[config.mk]
export PLATFORM = sky130hd
export DESIGN_NAME = regfile_wport_ctrl_flat
export DESIGN_NICKNAME = d
export VERILOG_FILES = /design/src/rtl/regfile_wport_ctrl_if.sv /design/src/rtl/regfile_wport_ctrl.sv /design/src/flat_wrapper.sv
export SDC_FILE = /design/constraint.sdc
export NUM_CORES = 1
export LEC_CHECK = 0
export CAP_MARGIN = 20
export CORE_MARGIN = 2
export CORE_UTILIZATION = 49
export CTS_CLUSTER_DIAMETER = 40
export CTS_CLUSTER_SIZE = 14
export DETAILED_ROUTE_END_ITERATION = 16
export MAX_ROUTING_LAYER = met4
export PLACE_DENSITY = 0.87
export SLEW_MARGIN = 20
export SYNTH_ARGS = -nofsm -noshare
export SYNTH_HDL_FRONTEND = slang
export SYNTH_SLANG_ARGS = --single-unit
[constraint.sdc]
create_clock -name clk -period 6.95 [get_ports clk]
set_clock_uncertainty 0.15 [all_clocks]
set_input_delay 1.39 -clock clk [delete_from_list [all_inputs] [get_ports clk]]
set_output_delay 1.39 -clock clk [all_outputs]
set_load 0.02 [all_outputs]
[src/rtl/regfile_wport_ctrl_if.sv]
// Bundle between the register-file write-port controller and its clients.
// Carries writeback requests, reservations, hazard checks and the regfile write port.
interface regfile_wport_ctrl_if #(
    parameter int NREQ = 3,
    parameter int AW   = 5,
    parameter int DW   = 32
);
    logic [NREQ-1:0]    req_valid;
    logic [NREQ*AW-1:0] req_addr;
    logic [NREQ*DW-1:0] req_data;
    logic [NREQ-1:0]    req_ready;
    logic               rsv_valid;
    logic [AW-1:0]      rsv_addr;
    logic [AW-1:0]      chk_addr1;
    logic [AW-1:0]      chk_addr2;
    logic               chk_busy1;
    logic               chk_busy2;
    logic               init_done;
    logic               rf_we;
    logic [AW-1:0]      rf_writeaddr;
    logic [DW-1:0]      rf_writedata;

    modport slave (
        input  req_valid, req_addr, req_data,
        input  rsv_valid, rsv_addr, chk_addr1, chk_addr2,
        output req_ready, chk_busy1, chk_busy2, init_done,
        output rf_we, rf_writeaddr, rf_writedata
    );

    modport master (
        output req_valid, req_addr, req_data,
        output rsv_valid, rsv_addr, chk_addr1, chk_addr2,
        input  req_ready, chk_busy1, chk_busy2, init_done,
        input  rf_we, rf_writeaddr, rf_writedata
    );
endinterface

[src/rtl/regfile_wport_ctrl.sv]
// Write-port controller for the 32x32 regfile: zero-fill after reset, then
// round-robin writeback arbitration plus a pending-write scoreboard.
// Ports: clk, rst (async, active high), bus (slave side of the write-port bundle).
module regfile_wport_ctrl #(
    parameter int NREQ = 3,
    parameter int AW   = 5,
    parameter int DW   = 32
) (
    input logic clk,
    input logic rst,
    regfile_wport_ctrl_if.slave bus
);
    localparam int LW = (NREQ > 1) ? $clog2(NREQ) : 1;
    localparam logic [LW-1:0] LAST_RST = LW'(NREQ - 1);

    typedef enum logic {INIT, RUN} state_t;

    state_t          state;
    logic [AW-1:0]   cnt;
    logic [LW-1:0]   last;
    logic [31:0]     busy;
    logic            we_q;
    logic [AW-1:0]   waddr_q;
    logic [DW-1:0]   wdata_q;

    logic [NREQ-1:0] gnt;
    logic [LW-1:0]   gidx;
    logic [LW-1:0]   ci;
    logic            found;
    logic            xfer;
    logic [AW-1:0]   gaddr;
    logic [DW-1:0]   gdata;
    logic [31:0]     busy_nxt;

    // Rotating priority: start the search just after the last winner.
    always_comb begin
        gnt   = '0;
        gidx  = last;
        ci    = '0;
        found = 1'b0;
        for (int k = 1; k <= NREQ; k++) begin
            ci = LW'((int'(last) + k) % NREQ);
            if (!found && state == RUN && bus.req_valid[ci]) begin
                gnt[ci] = 1'b1;
                gidx    = ci;
                found   = 1'b1;
            end
        end
    end

    assign xfer = |gnt;

    always_comb begin
        gaddr = '0;
        gdata = '0;
        for (int i = 0; i < NREQ; i++) begin
            if (gnt[i]) begin
                gaddr = bus.req_addr[i*AW +: AW];
                gdata = bus.req_data[i*DW +: DW];
            end
        end
    end

    // Set beats clear on the same address so a reissued register stays pending.
    always_comb begin
        busy_nxt = busy;
        if (xfer)
            busy_nxt[gaddr] = 1'b0;
        if (bus.rsv_valid && bus.rsv_addr != '0)
            busy_nxt[bus.rsv_addr] = 1'b1;
        busy_nxt[0] = 1'b0;
    end

    always_ff @(posedge clk or posedge rst) begin
        if (rst) begin
            state   <= INIT;
            cnt     <= '0;
            last    <= LAST_RST;
            busy    <= '0;
            we_q    <= 1'b0;
            waddr_q <= '0;
            wdata_q <= '0;
        end else begin
            case (state)
                INIT: begin
                    we_q    <= 1'b1;
                    waddr_q <= cnt;
                    wdata_q <= '0;
                    cnt     <= cnt + 1'b1;
                    busy    <= '0;
                    if (cnt == AW'(31))
                        state <= RUN;
                end
                RUN: begin
                    busy <= busy_nxt;
                    // r0 writes are consumed but never reach the regfile.
                    we_q <= xfer && gaddr != '0;
                    if (xfer) begin
                        last <= gidx;
                        if (gaddr != '0) begin
                            waddr_q <= gaddr;
                            wdata_q <= gdata;
                        end
                    end
                end
                default: state <= INIT;
            endcase
        end
    end

    assign bus.req_ready    = gnt;
    assign bus.init_done    = (state == RUN);
    assign bus.chk_busy1    = (state == INIT) | busy[bus.chk_addr1];
    assign bus.chk_busy2    = (state == INIT) | busy[bus.chk_addr2];
    assign bus.rf_we        = we_q;
    assign bus.rf_writeaddr = waddr_q;
    assign bus.rf_writedata = wdata_q;
endmodule

[src/flat_wrapper.sv]
// flat-port wrapper written by rule: the top's interface ports become plain ports
module regfile_wport_ctrl_flat 
#(
    parameter int NREQ = 3,
    parameter int AW   = 5,
    parameter int DW   = 32
)
  (clk, rst, bus_req_valid, bus_req_addr, bus_req_data, bus_rsv_valid, bus_rsv_addr, bus_chk_addr1, bus_chk_addr2, bus_req_ready, bus_chk_busy1, bus_chk_busy2, bus_init_done, bus_rf_we, bus_rf_writeaddr, bus_rf_writedata);
  regfile_wport_ctrl_if #(.NREQ(NREQ), .AW(AW), .DW(DW)) bus_i ();
  input logic clk;
  input logic rst;
  input wire logic [$bits(bus_i.req_valid)-1:0] bus_req_valid;
  input wire logic [$bits(bus_i.req_addr)-1:0] bus_req_addr;
  input wire logic [$bits(bus_i.req_data)-1:0] bus_req_data;
  input wire logic [$bits(bus_i.rsv_valid)-1:0] bus_rsv_valid;
  input wire logic [$bits(bus_i.rsv_addr)-1:0] bus_rsv_addr;
  input wire logic [$bits(bus_i.chk_addr1)-1:0] bus_chk_addr1;
  input wire logic [$bits(bus_i.chk_addr2)-1:0] bus_chk_addr2;
  output wire logic [$bits(bus_i.req_ready)-1:0] bus_req_ready;
  output wire logic [$bits(bus_i.chk_busy1)-1:0] bus_chk_busy1;
  output wire logic [$bits(bus_i.chk_busy2)-1:0] bus_chk_busy2;
  output wire logic [$bits(bus_i.init_done)-1:0] bus_init_done;
  output wire logic [$bits(bus_i.rf_we)-1:0] bus_rf_we;
  output wire logic [$bits(bus_i.rf_writeaddr)-1:0] bus_rf_writeaddr;
  output wire logic [$bits(bus_i.rf_writedata)-1:0] bus_rf_writedata;
  assign bus_i.req_valid = bus_req_valid;
  assign bus_i.req_addr = bus_req_addr;
  assign bus_i.req_data = bus_req_data;
  assign bus_i.rsv_valid = bus_rsv_valid;
  assign bus_i.rsv_addr = bus_rsv_addr;
  assign bus_i.chk_addr1 = bus_chk_addr1;
  assign bus_i.chk_addr2 = bus_chk_addr2;
  assign bus_req_ready = bus_i.req_ready;
  assign bus_chk_busy1 = bus_i.chk_busy1;
  assign bus_chk_busy2 = bus_i.chk_busy2;
  assign bus_init_done = bus_i.init_done;
  assign bus_rf_we = bus_i.rf_we;
  assign bus_rf_writeaddr = bus_i.rf_writeaddr;
  assign bus_rf_writedata = bus_i.rf_writedata;
  regfile_wport_ctrl #(.NREQ(NREQ), .AW(AW), .DW(DW)) u_core (.clk(clk), .rst(rst), .bus(bus_i));
endmodule
==> metrics.md, run 1 <==
| Metric | Value |
|---|---|
| Run status | complete, no violations |
| Max-cap violation count | 0 |
| CTS buffer count | 9 |
| Iter 0 DRT Violations | between 300 and 400 |
| Syn Area/Cell | slightly below 10 um^2 |
| Die Height | 103.5 um |
| IO Port Bufs | 175 |
| Clock Latency Late Sink | approximately 0.36 ns |
| Critical path startpoint | bus_chk_addr1[0] |
| RSZ-0062 raised after global routing | no |
| Multi-input gate area in the final layout | around 2700 um^2 |
| Largest net degree at the start of global routing | between 40 and 50 |
| Hold Crit Class | flop to flop |
| Post-synthesis cell count | slightly below 500 |
| Net Sw Frac | a little under half |
| Detailed Routing Iterations Pass 1 | 5 |
| Core box area | between 9000 and 10000 um^2 |
| Clk slew on worst S/H paths | roughly 0.080 ns |
| Initial Util | between 50 and 60% |
| Initial antenna violation count | 0 |
| # DRC | 0 |
| LEAKAGE | 2.714 nW |
| Detailed placer's ending HPWL | 11.38 mm |
| Cell Count, Final, Fillers Out | 784 |
| Crit path kind | primary input to output port |
| Sw Pwr | 0.001479 W |
| Clock sinks | 77 |
| Hold_buf cts | 0 |
| Synth Register Bits | between 70 and 80 |
| Hold path start | u_core.cnt[0]$_DFFE_PP0N_ |
| Arr. time, crit path | 4.02 ns |
| Area delta synth->final | 40.51% |
| Maximum clock insertion buffer count | 2 |
| Clock period minus worst slack | between 5 and 6 ns |
| Gr usage total | a little under 30% |
| # rows | 36 |
| Seq pwr share | 23.9% |
| WL/cell | 19.17 um |
| Sequential Area | between 1500 and 2000 um^2 |
| Synth Net Count | approximately 630 |
| TritonCTS clock tree | yes |
| Clock share of power | 10.6% |
| RR Startpoint | u_core.last[0]$_DFFE_PP0P_ |
| Number of global-route vias before repair | 4847 |
| Io pins | approximately 180 |
| CTS root buf | clkbuf_8 |
| Max Slew Vio Count | 0 |
| Pint | approximately 0.0018 W |
| N_diodes | 0 |
| Final wirelength | 15.03 mm |
| Post-synth EDFFs | 0 |
| Final #Nets | just under 800 |
| Pwr Density | around 480 nW/um^2 |
| Post-CTS sizing | 0 |
| Synth Flop Type | dfrtp_1 |
| Ys async rst share | between 90% and 100% |
| ANT nets after route | 0 |
| Vias | between 4000 and 5000 |
| Final core utilization | 70.40% |
| Setup TNS | 0 ns |
| First-pass GRT wire length | 24.54 mm |
| Cell variety after synth | 52 |
| Dpl cells | 768 |
| Full die area | ~11000 um^2 |
| Setup crit end kind | output port |
| Final Wtd Congestion | between 0.9 and 1 |
| CP startpoint kind | primary input |
| CP max FO | 9 |
| # fillers | between 700 and 800 |
| Cell Area, Synth | roughly 4900 um^2 |
| Share of cells above drive strength 1 | 10.91% |
| Slew of the pin with the lowest slew margin | 0.9531 ns |
| Gate power share | between 60 and 70% |
| Achievable Freq | 0.1797 GHz |
| Count of final setup violators | 0 |
| CTS H-tree depth | 3 |
| Hold_ws | approximately 0.36 ns |
| Design Power | around 0.0033 W |
| Rel. slew slack | between 30 and 40% |
| Gr ovfl total | 0 |
| Syn. warnings | 0 |
| Worst EP required | between 5 and 6 ns |
| Post-synthesis sequential area ratio | between 30% and 40% |
| Fin crit share | between 80 and 90% |
| Via-to-Cell Ratio | slightly below 6 |
| Hold Vio Cnt, Final | 0 |
| Post-CTS setup buffer count | 0 |
| Die Wd | ~100 um |
| Max IR drop VDD | around 0.25 mV |
[final cells by class]
class                           instances  share of cell area (%)
Timing Repair Buffer                  180                   26.24
Clock buffer                           11                   2.074
Inverter                               11                  0.6056
Tap cell                              133                   2.441
Clock inverter                          5                  0.8625
Multi-Input combinational cell        367                   39.48
Sequential cell                        77                   28.30
[flip-flops by register name, indices dropped and copies added (netlist names)]
name and flops:
u_core.bus.rf_writeaddr 5, u_core.cnt 5, u_core.bus.rf_writedata 32, u_core.busy 31, u_core.bus.init_done 1, u_core.last 2
u_core.bus.rf_we 1
[cell families (layout without fill, tap and decap cells)]
group / Yosys count / in the layout / share of synthesized area [%]
AO/OA/AOI/OAI: 171 / 171 / 23.36
flip-flops: 77 / 77 / 39.74
XOR/XNOR: 3 / 3 / 0.5416
adder cells (fa/ha/maj): 6 / 6 / 1.547
AND/OR/NAND/NOR: 128 / 128 / 12.76
multiplexers: 59 / 59 / 17.10
buffers and inverters: 45 / 207 / 4.951
[worst max-delay path, cell delays in order]
cell and delay [ns]:
clkdlybuf4s50_1 0.79, mux4_2 0.58, mux4_2 0.49, mux2i_1 0.14, nand2_1 0.08, clkdlybuf4s50_1 0.56
[synthesized netlist by cell type, types with 3 or more instances]
library cell   n  share of area (%)
ha_1           6                1.5
nor2_1        10               0.77
nor2b_1        3               0.39
dfrtp_1       76                 39
mux2i_1       35                7.2
o21ai_0       71                7.3
nand2b_1       4               0.52
a21oi_2        6                1.1
buf_8          3               0.93
nor3b_1        5               0.77
a21oi_1       38                3.9
mux2_2         4               0.93
mux4_2        18                8.4
buf_6          5                1.2
inv_1          9               0.70
and3b_1        3               0.54
o211ai_1      10                1.5
clkbuf_1      25                1.9
nand3b_1       6               0.93
and3_1         3               0.39
xnor2_1        3               0.54
nand3_1        4               0.41
a221o_1       32                6.6
nand2_1       77                6.0
[final timing paths]
| path | depth (start not counted) | slack [ns] | endpoint |
|---|---|---|---|
| setup / recovery | 6 | 1.39 | bus_chk_busy1 |
| hold / removal | 1 | 0.36 | u_core.cnt[0]$_DFFE_PP0N_ |
| setup reg to reg | 12 | 2.81 | u_core.bus.rf_writeaddr[0]$_DFFE_PP0P_ |
| hold reg to reg | 1 | 0.36 | u_core.cnt[0]$_DFFE_PP0N_ |
| max in group asynchronous | 3 | 4.29 | u_core.bus.init_done$_DFF_PP0_ |
| min in group asynchronous | 2 | 1.31 | u_core.bus.rf_writedata[27]$_DFFE_PP0P_ |
[power groups by stage]
| stage | logic, W | clock network [W] | registers, W |
|---|---|---|---|
| 2_1_floorplan | 0.00142 | 0 | 0.000872 |
| 3_3_place_gp | 0.00206 | 0 | 0.000772 |
| 3_5_place_dp | 0.00213 | 0 | 0.000782 |
| 4_1_cts | 0.00213 | 0.000346 | 0.000776 |
| 5_1_grt | 0.00232 | 0.000367 | 0.000801 |
| 6_report | 0.00214 | 0.000347 | 0.000782 |
[routing by layer]
metal,wire length [um],part of all wire [%],track usage [%]
met1,5910,39,35.12
met2,7615,51,49.53
met3,1107,7.4,5.538
met4,398,2.6,10.91
met5,0,0,-
[layout by cell type (no fill, tap or decap), types with 8 or more instances in the layout]
cell             netlist  routed
a21oi_1               38      38
a221o_1               32      32
clkbuf_8               0      10
clkdlybuf4s50_1        0     175
dfrtp_1               76      75
inv_1                  9       8
mux2i_1               35      35
mux4_2                18      18
nand2_1               77      77
nor2_1                10       9
o211ai_1              10      10
o21ai_0               71      71
[metrics by stage]
stage | worst slack (ns) | cell area (um^2)
after CTS | 1.357 | 6813
after global placement | 1.453 | 6613
final | 1.386 | 6818
after floorplan | 2.325 | 4852
after detailed placement | 1.360 | 6613
after global routing | 1.254 | 6818
(Power assumes the default switching activity.)
==> run 2, diff against run 1 <==
--- a/config.mk
+++ b/config.mk
@@ -7,12 +7,12 @@
 export LEC_CHECK = 0
 export CAP_MARGIN = 20
 export CORE_MARGIN = 2
-export CORE_UTILIZATION = 49
+export CORE_UTILIZATION = 46
 export CTS_CLUSTER_DIAMETER = 40
 export CTS_CLUSTER_SIZE = 14
 export DETAILED_ROUTE_END_ITERATION = 16
 export MAX_ROUTING_LAYER = met4
-export PLACE_DENSITY = 0.87
+export PLACE_DENSITY = 0.82
 export SLEW_MARGIN = 20
 export SYNTH_ARGS = -nofsm -noshare
 export SYNTH_HDL_FRONTEND = slang
==> constraint.sdc (replaced) <==
create_clock -name clk -period 5.7 [get_ports clk]
set_clock_uncertainty 0.15 [all_clocks]
set_input_delay 1.14 -clock clk [delete_from_list [all_inputs] [get_ports clk]]
set_output_delay 1.14 -clock clk [all_outputs]
set_load 0.02 [all_outputs]
==> metrics.md, run 2 (synthesized netlist as in run 1, its figures left out) <==
| Metric | Value |
|---|---|
| Max reg flops | 32 (unchanged) |
| Io pins | 176 (unchanged) |
| Gr usage total | 27.55% (was 29.29%) |
| CP max FO | 9 (unchanged) |
| Slowest cell on crit path | clkdlybuf4s50_1 (unchanged) |
| Achievable Freq | 0.1970 GHz |
| Hold_buf cts | 0 (unchanged) |
| CTS H-tree depth | 3 (unchanged) |
| Critical path startpoint | bus_chk_addr2[0] (was bus_chk_addr1[0]) |
| Max-cap violation count | 0 (unchanged) |
| Final instance area | 6840 um^2 (was 6818 um^2) |
| Crit path kind | primary input to output port (unchanged) |
| Max Slew Vio Count | 0 (unchanged) |
| RR Startpoint | u_core.last[0]$_DFFE_PP0P_ (unchanged) |
| Slew of the pin with the lowest slew margin | 0.9630 ns (was 0.9531 ns) |
| Worst stage delay on the critical path | 0.81 ns (was 0.79 ns) |
| WL/cell | 18.90 um (was 19.17 um) |
| IO Port Bufs | 175 (unchanged) |
| # DRC | 0 (unchanged) |
| Maximum clock insertion buffer count | 2 (unchanged) |
| Die Height | 106.7 um (was 103.5 um) |
| Hold path start | u_core.cnt[3]$_DFFE_PP0N_ (was u_core.cnt[0]$_DFFE_PP0N_) |
| Max IR drop VDD | 0.3078 mV (was 0.2463 mV) |
| Largest net degree at the start of global routing | 54 (was 45) |
| Initial antenna violation count | 0 (unchanged) |
| Crit-path leading delay family | buffers and inverters (unchanged) |
| Setup WS post-layout | 0.6238 ns (was 1.386 ns) |
| # rows | 37 (was 36) |
| Count of final setup violators | 0 (unchanged) |
| ANT nets after route | 0 (unchanged) |
| Post-CTS sizing | 0 (unchanged) |
| CP startpoint kind | primary input (unchanged) |
| Clock sinks | 77 (unchanged) |
| LEAKAGE | 2.728 nW (was 2.714 nW) |
| Run status | complete, no violations (unchanged) |
| N_diodes | 0 (unchanged) |
| Vias | 4684 (was 4679) |
| TritonCTS clock tree | yes (unchanged) |
| Gr ovfl total | 0 (unchanged) |
| Iter 0 DRT Violations | 385 (was 313) |
| Hold Vio Cnt, Final | 0 (unchanged) |
| Final wirelength | 14.91 mm (was 15.03 mm) |
| Full die area | 11390 um^2 (was 10710 um^2) |
| Die Wd | 106.7 um (was 103.5 um) |
| Commonest non-fill, non-tap cell in the layout | clkdlybuf4s50_1 (unchanged) |
| Setup crit end kind | output port (unchanged) |
| Pwr Density | 586.7 nW/um^2 (was 479.4 nW/um^2) |
| Hold Crit Class | flop to flop (unchanged) |
| Final #Nets | 786 (was 784) |
| # fillers | 829 (was 728) |
| Worst EP required | 4.41 ns (was 5.41 ns) |
| First-pass GRT wire length | 24.16 mm (was 24.54 mm) |
| Post-DP Area | 6633 um^2 (was 6613 um^2) |
| Detailed Routing Iterations Pass 1 | 5 (unchanged) |
| Share of cells above drive strength 1 | 10.87% (was 10.91%) |
| Core box area | 10280 um^2 (was 9684 um^2) |
| Worst path buffer plus inverter count | 2 (unchanged) |
| Fin crit share | about nine tenths |
| Most frequent cells in the layout | clkdlybuf4s50_1 (175), nand2_1 (77), dfrtp_1 (75) (unchanged) |
| Clock Latency Late Sink | 0.34 ns (was 0.36 ns) |
| Clk slew on worst S/H paths | 0.07 ns (was 0.08 ns) |
| Clock period minus worst slack | between 5 and 6 ns |
| CTS root buf | clkbuf_8 (unchanged) |
| Via-to-Cell Ratio | 5.937 (was 5.968) |
| Detailed placer's ending HPWL | 11.35 mm (was 11.38 mm) |
| CTS buffer count | 9 (unchanged) |
| Setup WS pre-CTS | 0.6071 ns (was 1.360 ns) |
| RSZ-0062 raised after global routing | no (unchanged) |
| Number of global-route vias before repair | 4891 (was 4847) |
| Arr. time, crit path | 3.79 ns (was 4.02 ns) |
| Post-CTS setup buffer count | 0 (unchanged) |
| Initial Util | 47.21% (was 50.10%) |
| Critical path cell sequence | clkdlybuf4s50_1 -> mux4_2 -> mux4_2 -> mux2i_1 -> nand2_1 -> clkdlybuf4s50_1 (unchanged) |
| Final Wtd Congestion | 0.9026 (was 0.9337) |
| Setup TNS | 0 ns (unchanged) |
| Area delta synth->final | 40.97% (was 40.51%) |
| Rel. slew slack | 35.73% (was 36.39%) |
[run 2: layer usage]
metal / global-route usage [%] / wire [um]
met2: 46.22 / 7748
met3: 4.924 / 1160
met5: - / 0
met4: 10.11 / 275
met1: 33.51 / 5724
[run 2: final cells by class]
| class | instances | area (um^2) | area share (%) |
|---|---|---|---|
| repair buffers | 182 | 1804 | 26.38 |
| well taps | 136 | 170.2 | 2.488 |
| clock buffers | 12 | 135.1 | 1.975 |
| clock inverters | 4 | 72.57 | 1.061 |
| flip-flops and latches | 77 | 1929 | 28.21 |
| inverters | 11 | 42.54 | 0.6219 |
| multi-input cells | 367 | 2686 | 39.27 |
[run 2: power by group]
part	leakage [nW]	internal (W)	switching, W	total [W]
Sequential	0.978	0.000798	0.000164	0.000962
Combinational	1.65	0.00118	0.00143	0.00261
Clock	0.101	0.000247	0.000195	0.000442
[run 2: metrics by stage]
stage / std cells / hold slack (ns) / total power (W) / utilization, %
final: 789 / 0.3441 / 0.004013 / 66.56
after global routing: 789 / 0.3744 / 0.004278 / 66.56
after CTS: 789 / 0.3465 / 0.004024 / 66.56
after detailed placement: 773 / 0.3359 / 0.003580 / 64.54
after global placement: 773 / 0.3243 / 0.003464 / 64.54
after floorplan: 489 / 0.3094 / 0.002796 / -
[run 2: final timing paths]
path                            slack [ns]  cells after the start                                      end
min in group asynchronous             1.02                      2               u_core.bus.rf_we$_DFF_PP0_
worst min register to register        0.34                      1                u_core.cnt[3]$_DFFE_PP0N_
max in group asynchronous             3.39                      3           u_core.bus.init_done$_DFF_PP0_
worst max-delay path                  0.62                      6                            bus_chk_busy2
worst max register to register        1.58                     13  u_core.bus.rf_writedata[24]$_DFFE_PP0P_
worst min-delay path                  0.34                      1                u_core.cnt[3]$_DFFE_PP0N_
